$ cat src/rtl/vga_mem_pkg.sv
// Shared widths, clear length and state/requester types for the VGA frame-memory port-A controller.
package vga_mem_pkg;

    localparam int unsigned ADDR_W      = 16;
    localparam int unsigned DATA_W      = 8;
    localparam int unsigned CLEAR_WORDS = 19200;

    typedef enum logic {
        IDLE  = 1'b0,
        CLEAR = 1'b1
    } state_t;

    typedef enum logic {
        REQ0 = 1'b0,
        REQ1 = 1'b1
    } req_id_t;

endpackage

$ cat src/rtl/vga_clear_seq.sv
// Frame-clear sequencer: walks addresses 0..CLEAR_WORDS-1 writing one latched colour, then pulses done.
module vga_clear_seq #(
    parameter int unsigned ADDR_W      = vga_mem_pkg::ADDR_W,
    parameter int unsigned DATA_W      = vga_mem_pkg::DATA_W,
    parameter int unsigned CLEAR_WORDS = vga_mem_pkg::CLEAR_WORDS
) (
    input  logic              clk,
    input  logic              rst,
    input  logic              start,
    input  logic [DATA_W-1:0] color,
    output logic              busy,
    output logic              done,
    output logic              last,
    output logic [ADDR_W-1:0] addr,
    output logic [DATA_W-1:0] data
);

    localparam logic [ADDR_W-1:0] LAST_ADDR = ADDR_W'(CLEAR_WORDS - 1);

    logic [ADDR_W-1:0] cnt;
    logic [DATA_W-1:0] color_q;

    assign last = busy && (cnt == LAST_ADDR);
    assign addr = cnt;
    assign data = color_q;

    // Counter stops at the final address, so it never wraps even for a full-memory clear.
    always_ff @(posedge clk or posedge rst) begin
        if (rst) begin
            cnt     <= '0;
            color_q <= '0;
            busy    <= 1'b0;
            done    <= 1'b0;
        end else begin
            done <= 1'b0;
            if (start && !busy) begin
                cnt     <= '0;
                color_q <= color;
                busy    <= 1'b1;
            end else if (busy) begin
                if (last) begin
                    busy <= 1'b0;
                    done <= 1'b1;
                end else begin
                    cnt <= cnt + ADDR_W'(1);
                end
            end
        end
    end

endmodule

$ cat src/rtl/vga_mem_ctrl.sv
// Port-A controller for VGA_Mem: round-robin arbitration of two requesters plus a whole-frame clear.
module vga_mem_ctrl #(
    parameter int unsigned ADDR_W      = vga_mem_pkg::ADDR_W,
    parameter int unsigned DATA_W      = vga_mem_pkg::DATA_W,
    parameter int unsigned CLEAR_WORDS = vga_mem_pkg::CLEAR_WORDS
) (
    input  logic              clk,
    input  logic              rst,
    input  logic              r0_valid,
    input  logic              r0_we,
    input  logic [ADDR_W-1:0] r0_addr,
    input  logic [DATA_W-1:0] r0_wdata,
    output logic              r0_ready,
    output logic              r0_rvalid,
    output logic [DATA_W-1:0] r0_rdata,
    input  logic              r1_valid,
    input  logic              r1_we,
    input  logic [ADDR_W-1:0] r1_addr,
    input  logic [DATA_W-1:0] r1_wdata,
    output logic              r1_ready,
    output logic              r1_rvalid,
    output logic [DATA_W-1:0] r1_rdata,
    input  logic              clr_start,
    input  logic [DATA_W-1:0] clr_color,
    output logic              clr_busy,
    output logic              clr_done,
    output logic [ADDR_W-1:0] mem_addr_a,
    output logic [DATA_W-1:0] mem_data_a,
    output logic              mem_we_a,
    input  logic [DATA_W-1:0] mem_q_a
);

    import vga_mem_pkg::*;

    state_t            state;
    req_id_t           last_grant;
    req_id_t           winner;
    logic              idle;
    logic              grant;
    logic              seq_start;
    logic              seq_last;
    logic [ADDR_W-1:0] seq_addr;
    logic [DATA_W-1:0] seq_data;
    logic              r0_pend;
    logic              r1_pend;

    // Reset forces every combinational output low immediately, not just at the next edge.
    assign idle      = (state == IDLE) && !rst;
    assign seq_start = idle && clr_start;

    always_comb begin
        winner = REQ0;
        if (r0_valid && r1_valid) begin
            winner = (last_grant == REQ1) ? REQ0 : REQ1;
        end else if (r1_valid) begin
            winner = REQ1;
        end
    end

    assign r0_ready = idle && r0_valid && (winner == REQ0);
    assign r1_ready = idle && r1_valid && (winner == REQ1);
    assign grant    = r0_ready || r1_ready;

    always_comb begin
        mem_addr_a = '0;
        mem_data_a = '0;
        mem_we_a   = 1'b0;
        if (state == CLEAR && !rst) begin
            mem_addr_a = seq_addr;
            mem_data_a = seq_data;
            mem_we_a   = 1'b1;
        end else if (grant) begin
            if (winner == REQ1) begin
                mem_addr_a = r1_addr;
                mem_data_a = r1_wdata;
                mem_we_a   = r1_we;
            end else begin
                mem_addr_a = r0_addr;
                mem_data_a = r0_wdata;
                mem_we_a   = r0_we;
            end
        end
    end

    // Port-A FSM, round-robin pointer and one-cycle read-return flags.
    always_ff @(posedge clk or posedge rst) begin
        if (rst) begin
            state      <= IDLE;
            last_grant <= REQ1;
            r0_pend    <= 1'b0;
            r1_pend    <= 1'b0;
        end else begin
            r0_pend <= r0_ready && !r0_we;
            r1_pend <= r1_ready && !r1_we;
            if (grant) begin
                last_grant <= winner;
            end
            case (state)
                IDLE:    if (clr_start) state <= CLEAR;
                CLEAR:   if (seq_last)  state <= IDLE;
                default: state <= IDLE;
            endcase
        end
    end

    // Synchronous memory presents q_a in the cycle after the read handshake.
    assign r0_rvalid = r0_pend;
    assign r1_rvalid = r1_pend;
    assign r0_rdata  = r0_pend ? mem_q_a : '0;
    assign r1_rdata  = r1_pend ? mem_q_a : '0;

    vga_clear_seq #(
        .ADDR_W      (ADDR_W),
        .DATA_W      (DATA_W),
        .CLEAR_WORDS (CLEAR_WORDS)
    ) u_clear_seq (
        .clk   (clk),
        .rst   (rst),
        .start (seq_start),
        .color (clr_color),
        .busy  (clr_busy),
        .done  (clr_done),
        .last  (seq_last),
        .addr  (seq_addr),
        .data  (seq_data)
    );

endmodule

$ cat config.mk
export PLATFORM = sky130hd
export DESIGN_NAME = vga_mem_ctrl
export DESIGN_NICKNAME = d
export VERILOG_FILES = /design/src/rtl/vga_mem_pkg.sv /design/src/rtl/vga_clear_seq.sv /design/src/rtl/vga_mem_ctrl.sv
export SDC_FILE = /design/constraint.sdc
export NUM_CORES = 1
export LEC_CHECK = 0
export CORE_UTILIZATION = 36
export CTS_BUF_LIST = sky130_fd_sc_hd__clkbuf_4
export DETAILED_ROUTE_END_ITERATION = 12
export PLACE_DENSITY_LB_ADDON = 0.3
export SYNTH_ARGS = -nofsm -noshare
export SYNTH_HDL_FRONTEND = slang
export SYNTH_SLANG_ARGS = --single-unit
$ cat constraint.sdc
create_clock -name clk -period 1.6 [get_ports clk]
set_input_delay 0.24 -clock clk [delete_from_list [all_inputs] [get_ports clk]]
set_output_delay 0.24 -clock clk [all_outputs]
set_load 0.01 [all_outputs]
==> results of run 1 <==
[cells by family (layout without fill, tap and decap cells)]
| family | Yosys count | after routing |
|---|---|---|
| multiplexers | 11 | 11 |
| buffers and inverters | 23 | 199 |
| flip-flops | 30 | 30 |
| AO/OA/AOI/OAI | 61 | 62 |
| XOR/XNOR | 6 | 6 |
| adder cells (fa/ha/maj) | 1 | 1 |
| AND/OR/NAND/NOR | 144 | 144 |
[registers in the layout, summed over array words and instances, names as in the netlist]
signal            count
last_grant            1
r0_rvalid             1
r1_rvalid             1
state                 1
u_clear_seq.addr     16
u_clear_seq.busy      1
u_clear_seq.data      8
u_clear_seq.done      1
[layout by cell type (no fill, tap or decap), types with 2 or more instances in the layout]
| master | instances |
|---|---|
| nand3_2 | 6 |
| nand2_1 | 62 |
| nor3_2 | 4 |
| dfrtp_2 | 3 |
| clkbuf_4 | 6 |
| a21bo_4 | 2 |
| a21oi_1 | 6 |
| dlygate4sd2_1 | 18 |
| dfrtp_1 | 26 |
| nand4_1 | 3 |
| a21oi_2 | 12 |
| nor3_4 | 2 |
| nor4_4 | 3 |
| buf_4 | 51 |
| and2_1 | 16 |
| nand3_1 | 13 |
| nor2b_1 | 2 |
| inv_1 | 6 |
| xnor2_1 | 6 |
| nor3_1 | 2 |
| buf_12 | 5 |
| and3_1 | 3 |
| mux2i_1 | 10 |
| a21o_1 | 13 |
| nor2_1 | 11 |
| nand2_2 | 4 |
| and3_4 | 2 |
| clkdlybuf4s50_1 | 70 |
| a211oi_2 | 4 |
| dlymetal6s2s_1 | 2 |
| o21ai_2 | 3 |
| a31oi_1 | 2 |
| buf_2 | 27 |
| buf_6 | 12 |
| o21ai_1 | 9 |
[power breakdown]
part	internal (uW)	total [uW]	leakage [uW]	switching, uW
Clock	182	436	0.0000331	255
Combinational	574	1110	0.00160	533
Sequential	849	936	0.000358	86.7
Total	1600	2480	0.00199	875
[per-layer routing]
metal  up-vias  GRT usage, %
met5         -             0
met4         0          9.82
met3        23          7.01
met2       145          49.6
met1      1337          32.4
li1       1323             -
[worst register-to-register path, delay by kind of cell (launching register included)]
| kind | cells | cell delay (ns) |
|---|---|---|
| flip-flops | 1 | 0.38 |
| buffers and inverters | 1 | 0.20 |
| AND/OR/NAND/NOR | 2 | 0.72 |
| AO/OA/AOI/OAI | 2 | 0.37 |
[how the worst max path moves through the flow]
stage                                      from                              end  slack [ns]
6_report                 last_grant$_DFFE_PP1P_                    mem_data_a[5]       -0.42
4_1_cts                  last_grant$_DFFE_PP1P_                   mem_addr_a[15]       -0.39
5_1_grt                  last_grant$_DFFE_PP1P_                    mem_data_a[1]       -0.48
2_1_floorplan  u_clear_seq.addr[15]$_DFFE_PP0P_  u_clear_seq.addr[7]$_DFFE_PP0P_       -0.07
3_3_place_gp                           r0_valid                    mem_data_a[7]       -0.75
3_5_place_dp                           r0_valid                   mem_addr_a[15]       -0.79
[per-stage QoR]
stage               setup slack (ns)  TNS (ns)  hold slack (ns)
floorplan                    -0.0727    -0.298            0.306
global placement              -0.752    -18.64            0.461
detailed placement            -0.786    -19.49            0.463
CTS                           -0.393     -9.37            0.369
global route                  -0.478    -12.70            0.417
finish                        -0.419    -10.30            0.400
[area by class of cell]
type	instances	area, sq um	share of cell area (%)
Clock inverter	2	8.76	0.211
Tap cell	72	90.1	2.17
Clock buffer	6	45.0	1.08
Sequential cell	30	756	18.2
Multi-Input combinational cell	224	1600	38.4
Inverter	6	22.5	0.542
Timing Repair Buffer	185	1640	39.4
[repair_timing]
| item | 4_1_cts | 5_1_grt |
|---|---|---|
| gates resized for setup | 164 | 38 |
| endpoints found under the setup margin | 57 | 44 |
| buffers inserted | 11 | 4 |
| gates cloned | 3 | 0 |
| pin swaps | 18 | 17 |
==> key figures, run 1 <==
Flow run
  • Max_cap viols: 0

Synth
  • Largest family of logic cells by synthesized area: simple AND/OR/NAND/NOR gates
  • Mapped Nets: 348
  • Most frequent cells after synthesis: nand2_1, dfrtp_1, nand3_1, a21oi_1, and2_1
  • Synth cell types: 41
  • Register area share after synthesis: between 30% and 40%
  • Post-synth ARST share: 100%
  • Xor/xnor share of the synthesized area: 2.46%
  • Synth Area in Compound Gates: 19.0%
  • Synth Area in Adders: 0.587%
  • Synth top area share: 34.0%
  • Post-synthesis mux area share: 5.16%
  • Count leader, synth: nand2_1
  • Simple-Gate Fraction of Synth Area: between 30% and 40%
  • Dominant synthesized flop cell: dfrtp_1
  • Post-synthesis cell area: 2130 sq um
  • Top area cells in the synthesized netlist: dfrtp_1, nand2_1, mux2i_1, and2_1, nand3_1
  • Syn Inst Count: 276
  • Synth Register Bits: 30
  • Post-synth EDFFs: 0
  • Synth area leader: dfrtp_1
  • Yosys warns: 0
  • Avg Cell Area, Syn: between 7 and 8 sq um

Floorplanning
  • I/O pin count: 118
  • Die Width: 79.0 microns
  • Core area: ~5600 sq um
  • Die ar.: 6230 sq um
  • Die H: 79.0 microns
  • Rows: 27
  • Initial Util: 38.0%

Route
  • DRC Markers: 0
  • ANT nets after route: 0
  • Vias/cell: approximately 5.4
  • Routed met3 length: approximately 700 microns
  • Max Used Layer: met4
  • DR WL met2: 4500 microns
  • First-pass detailed-route iteration total: 4
  • WL met1: 3470 microns
  • Routed WL per cell: 17.1 microns
  • Routed WL: 8960 microns
  • Vias: 2828
  • Initial DRC count: 110

Global routing
  • Initial antenna violation count: 0
  • Vias in the first global route: between 2000 and 3000
  • GRT Total Usage: between 20% and 30%
  • Pin count of the biggest net entering global routing: 20
  • Gr ovfl total: 0
  • First-pass GRT wire length: 13300 microns

STA
  • Fmax: 495 MHz
  • RSZ-0062 raised after global routing: yes
  • Period utilisation layout: 126%
  • Setup violations, final: 36
  • Worst slew pin tran: 0.351 ns
  • Final Hold Viols: 0
  • Slack of the critical path: -0.419 ns
  • Post-layout min period: 2.02 ns
  • Slew Limit Fails: 0
  • Clk_skew: 0.0136 ns
  • Slew margin rel.: between 70% and 80%

CTS
  • Clk pin slew, worst setup/hold paths: approximately 0.10 ns
  • Root Buffer: clkbuf_4
  • Max Root-Sink Buffers: 2
  • H-tree Lvls: 2
  • CTS tree: done
  • Clk_lat worst skew: 0.34 ns
  • TritonCTS Buffers: 5
  • Num Clock Sinks: 30
  • Hold-fix buffers at CTS: 0

Worst setup path
  • Reg2reg end: u_clear_seq.addr[5]$_DFFE_PP0P_
  • Critical Path Fanout Max: 6
  • WP buf/inv: 2
  • Flop2flop setup slack: -0.16 ns
  • Required @ worst endpoint: 1.36 ns
  • Stages on the worst setup path: 6
  • R2R Path Start: u_clear_seq.addr[13]$_DFFE_PP0P_
  • Worst R2R Path Depth: 5
  • Slowest cell on the critical path: dfstp_2
  • Delay-heaviest family, CP: flip-flops
  • Startpoint Class: register
  • Slowest stage delay, CP: 0.58 ns
  • WP data arrival: 1.78 ns
  • Crit end category: output port
  • Critical path, cell by cell: a21bo_4 > buf_6 > nand3_1 > a21o_1 > a21oi_2 > buf_2
  • Path type of the worst setup path: register to output port

Cells and area
  • Nets: 524
  • Layout cell share with drive strength beyond 1: roughly 36%
  • Final non-filler cell total: 525
  • Layout area overhead: 94.9%
  • Final Util: 74.1%
  • Number of diodes: 0
  • Fillcell total: 430
  • Fin area: between 4000 and 5000 sq um

Power and ir drop
  • Power Total: 2480 uW
  • Leak Pwr: 0.00199 uW
  • Pwr Density: 597 nW/um^2
  • VDD IR max: 0.000447 V

Status
  • Failing checks: negative setup slack
  • Status: complete, but fails checks

Placement
  • Hpwl dp: 6060 microns
  • Placed cells: around 500
  • Placer Congestion: between 0.9 and 1
  • Port Buffer Count: 117
  • Cell Area, Placed: 3790 sq um

Hold path
  • Hold Crit Class: input pin to async pin
Power figures use the tool's default switching activity.
==> run 2: changes to the inputs <==
--- a/config.mk
+++ b/config.mk
@@ -5,6 +5,7 @@
 export SDC_FILE = /design/constraint.sdc
 export NUM_CORES = 1
 export LEC_CHECK = 0
+export CORE_MARGIN = 4
 export CORE_UTILIZATION = 36
 export CTS_BUF_LIST = sky130_fd_sc_hd__clkbuf_4
 export DETAILED_ROUTE_END_ITERATION = 12
==> run 2 against run 1 <==
Flip-flop and latch count stayed put. Critical path depth is 1 higher. Critical endpoint is now mem_we_a. The run still ends with negative setup slack left. Hold slack better by 0.0039 ns. Routed wire length is 2.2% lower.
==> key figures, run 2 (synthesized netlist as in run 1, its figures left out) <==
Route
  • Vias/cell: 5.26 (was 5.39)
  • DR WL met2: 4310 microns (was 4500 microns)
  • Routed WL per cell: 16.8 microns (was 17.1 microns)
  • DRC Markers: 0 (unchanged)
  • Vias: 2740 (was 2828)
  • Initial DRC count: 200 (was 110)
  • WL met1: 3530 microns (was 3470 microns)
  • First-pass detailed-route iteration total: 4 (unchanged)
  • Routed met3 length: 659 microns (was 715 microns)
  • ANT nets after route: 0 (unchanged)
  • Routed WL: 8760 microns (was 8960 microns)
  • Max Used Layer: met4 (unchanged)

STA
  • RSZ-0062 raised after global routing: yes (unchanged)
  • Slew margin rel.: 76.2% (was 76.5%)
  • Period utilisation layout: 127% (was 126%)
  • Slack of the critical path: -0.438 ns (was -0.419 ns)
  • Total negative slack: -9.81 ns (was -10.30 ns)
  • Worst slew pin tran: 0.357 ns (was 0.351 ns)
  • Post-layout min period: 2.04 ns (was 2.02 ns)
  • Final Hold Viols: 0 (unchanged)
  • Clk_skew: 0.0131 ns (was 0.0136 ns)
  • Setup violations, final: 35 (was 36)
  • Fmax: 491 MHz (was 495 MHz)
  • Slew Limit Fails: 0 (unchanged)

Worst setup path
  • Slowest stage delay, CP: 0.41 ns (was 0.58 ns)
  • CP startpoint: last_grant$_DFFE_PP1P_ (unchanged)
  • CP dominant cell by count: buf_6
  • WP buf/inv: 4 (was 2)
  • Slowest cell on the critical path: dfstp_2 (unchanged)
  • Crit end category: output port (unchanged)
  • Startpoint Class: register (unchanged)
  • Delay-heaviest family, CP: buffers and inverters (was flip-flops)
  • Critical Path Fanout Max: 6 (unchanged)
  • Critical path, cell by cell: buf_6 > a21boi_4 > buf_6 > buf_6 > mux2i_2 > o21bai_1 > buf_2 (was a21bo_4 > buf_6 > nand3_1 > a21o_1 > a21oi_2 > buf_2)
  • Path type of the worst setup path: register to output port (unchanged)
  • R2R Path Start: u_clear_seq.addr[12]$_DFFE_PP0P_ (was u_clear_seq.addr[13]$_DFFE_PP0P_)
  • WP data arrival: 1.80 ns (was 1.78 ns)
  • Required @ worst endpoint: 1.36 ns (about the same)

Status
  • Failing checks: negative setup slack (unchanged)
  • Status: complete, but fails checks (unchanged)

Power and ir drop
  • Leak Pwr: 0.00190 uW (was 0.00199 uW)
  • Pwr Density: 592 nW/um^2 (was 597 nW/um^2)
  • VDD IR max: 0.000406 V (was 0.000447 V)

CTS
  • CTS tree: done (unchanged)
  • TritonCTS Buffers: 5 (unchanged)
  • H-tree Lvls: 2 (unchanged)
  • Max Root-Sink Buffers: 2 (unchanged)
  • Clk pin slew, worst setup/hold paths: 0.11 ns (was 0.10 ns)
  • Num Clock Sinks: 30 (unchanged)
  • Root Buffer: clkbuf_4 (unchanged)
  • Clk_lat worst skew: 0.35 ns (was 0.34 ns)

Floorplanning
  • Die Width: 85.0 microns (was 79.0 microns)
  • Initial Util: 38.0% (unchanged)
  • Core area: 5610 sq um (unchanged)
  • Die H: 85.0 microns (was 79.0 microns)
  • I/O pin count: 118 (unchanged)
  • Die ar.: 7220 sq um (was 6230 sq um)
  • Rows: 27 (unchanged)

Hold path
  • Hold Crit Class: input pin to register (was input pin to async pin)
  • Min-delay src: clr_color[1]

Global routing
  • Gr ovfl total: 0 (unchanged)
  • First-pass GRT wire length: 13900 microns (was 13300 microns)
  • GRT Total Usage: 24.4% (was 27.9%)
  • Initial antenna violation count: 0 (unchanged)
  • Vias in the first global route: 2740 (was 2750)
  • Pin count of the biggest net entering global routing: 24 (was 20)

Cells and area
  • Layout area overhead: 89.6% (was 94.9%)
  • Number of diodes: 0 (unchanged)
  • Most frequent cells in the layout: clkdlybuf4s50_1, nand2_1, buf_4 (unchanged)
  • Nets: 520 (was 524)
  • Fillcell total: 448 (was 430)
  • Layout cell share with drive strength beyond 1: 33.2% (was 35.5%)
  • Commonest non-fill, non-tap cell in the layout: clkdlybuf4s50_1 (unchanged)
  • Final non-filler cell total: 521 (was 525)
  • Max reg flops: 16 (unchanged)

Placement
  • Placer Congestion: 0.916 (was 0.907)
  • Placed cells: 504 (was 501)
  • Port Buffer Count: 117 (unchanged)
  • Hpwl dp: 6450 microns (was 6060 microns)
  • Pre-CTS setup slack: -0.829 ns (was -0.786 ns)

Flow run
  • Max_cap viols: 0 (unchanged)
## run 2: worst register-to-register path, delay by kind of cell, from the launching register on
kind	cells	cell delay, ns
buffers and inverters	1	0.21
and+or+nand+nor	2	0.70
DFF	1	0.38
AOI/OAI and AO/OA	2	0.33
## run 2: routing by layer
layer,global-route usage (%),vias to the layer above
li1,-,1309
met5,0,-
met3,5.63,23
met2,42.8,123
met1,28.5,1285
met4,9.93,0
## run 2: what timing repair did
item,4_1_cts,5_1_grt
pin swaps,21,12
endpoints found under the setup margin,58,45
cloned,2,0
resized for setup,173,17
setup buffers,8,2
hold buffers,0,0
## run 2: cell type report
cell class	count	area, sq um	area share [%]
clock buffer	5	37.5	0.929
inverter	6	22.5	0.557
timing repair buffer	181	1580	39.0
sequential	30	754	18.7
clock inverter	3	11.3	0.279
multi-input combinational	224	1550	38.4
tap	72	90.1	2.23
## run 2: worst paths after layout
check | slack, ns | end | cells after the start
max | -0.44 | mem_we_a | 7
min | 0.40 | u_clear_seq.data[1]$_DFFE_PP0P_ | 3
max reg2reg | -0.14 | u_clear_seq.addr[7]$_DFFE_PP0P_ | 5
min reg2reg | 0.49 | u_clear_seq.data[6]$_DFFE_PP0P_ | 2
max in group asynchronous | 0.77 | last_grant$_DFFE_PP1P_ | 4
min in group asynchronous | 0.61 | u_clear_seq.data[0]$_DFFE_PP0P_ | 4
## run 2: where the power goes
group / internal, uW / switching, uW / total [uW]
Combinational: 544 / 480 / 1020
Sequential: 849 / 83.4 / 932
Clock: 156 / 280 / 437
Total: 1550 / 844 / 2390
## run 2: metrics by stage
stage / util (%) / hold WS (ns) / area [sq um] / power, uW
floorplan: - / 0.306 / 2210 / 1320
global placement: 68.4 / 0.459 / 3830 / 1890
detailed placement: 68.4 / 0.462 / 3830 / 1910
CTS: 71.3 / 0.395 / 4000 / 2380
global route: 72.1 / 0.408 / 4040 / 2530
finish: 72.1 / 0.404 / 4040 / 2390
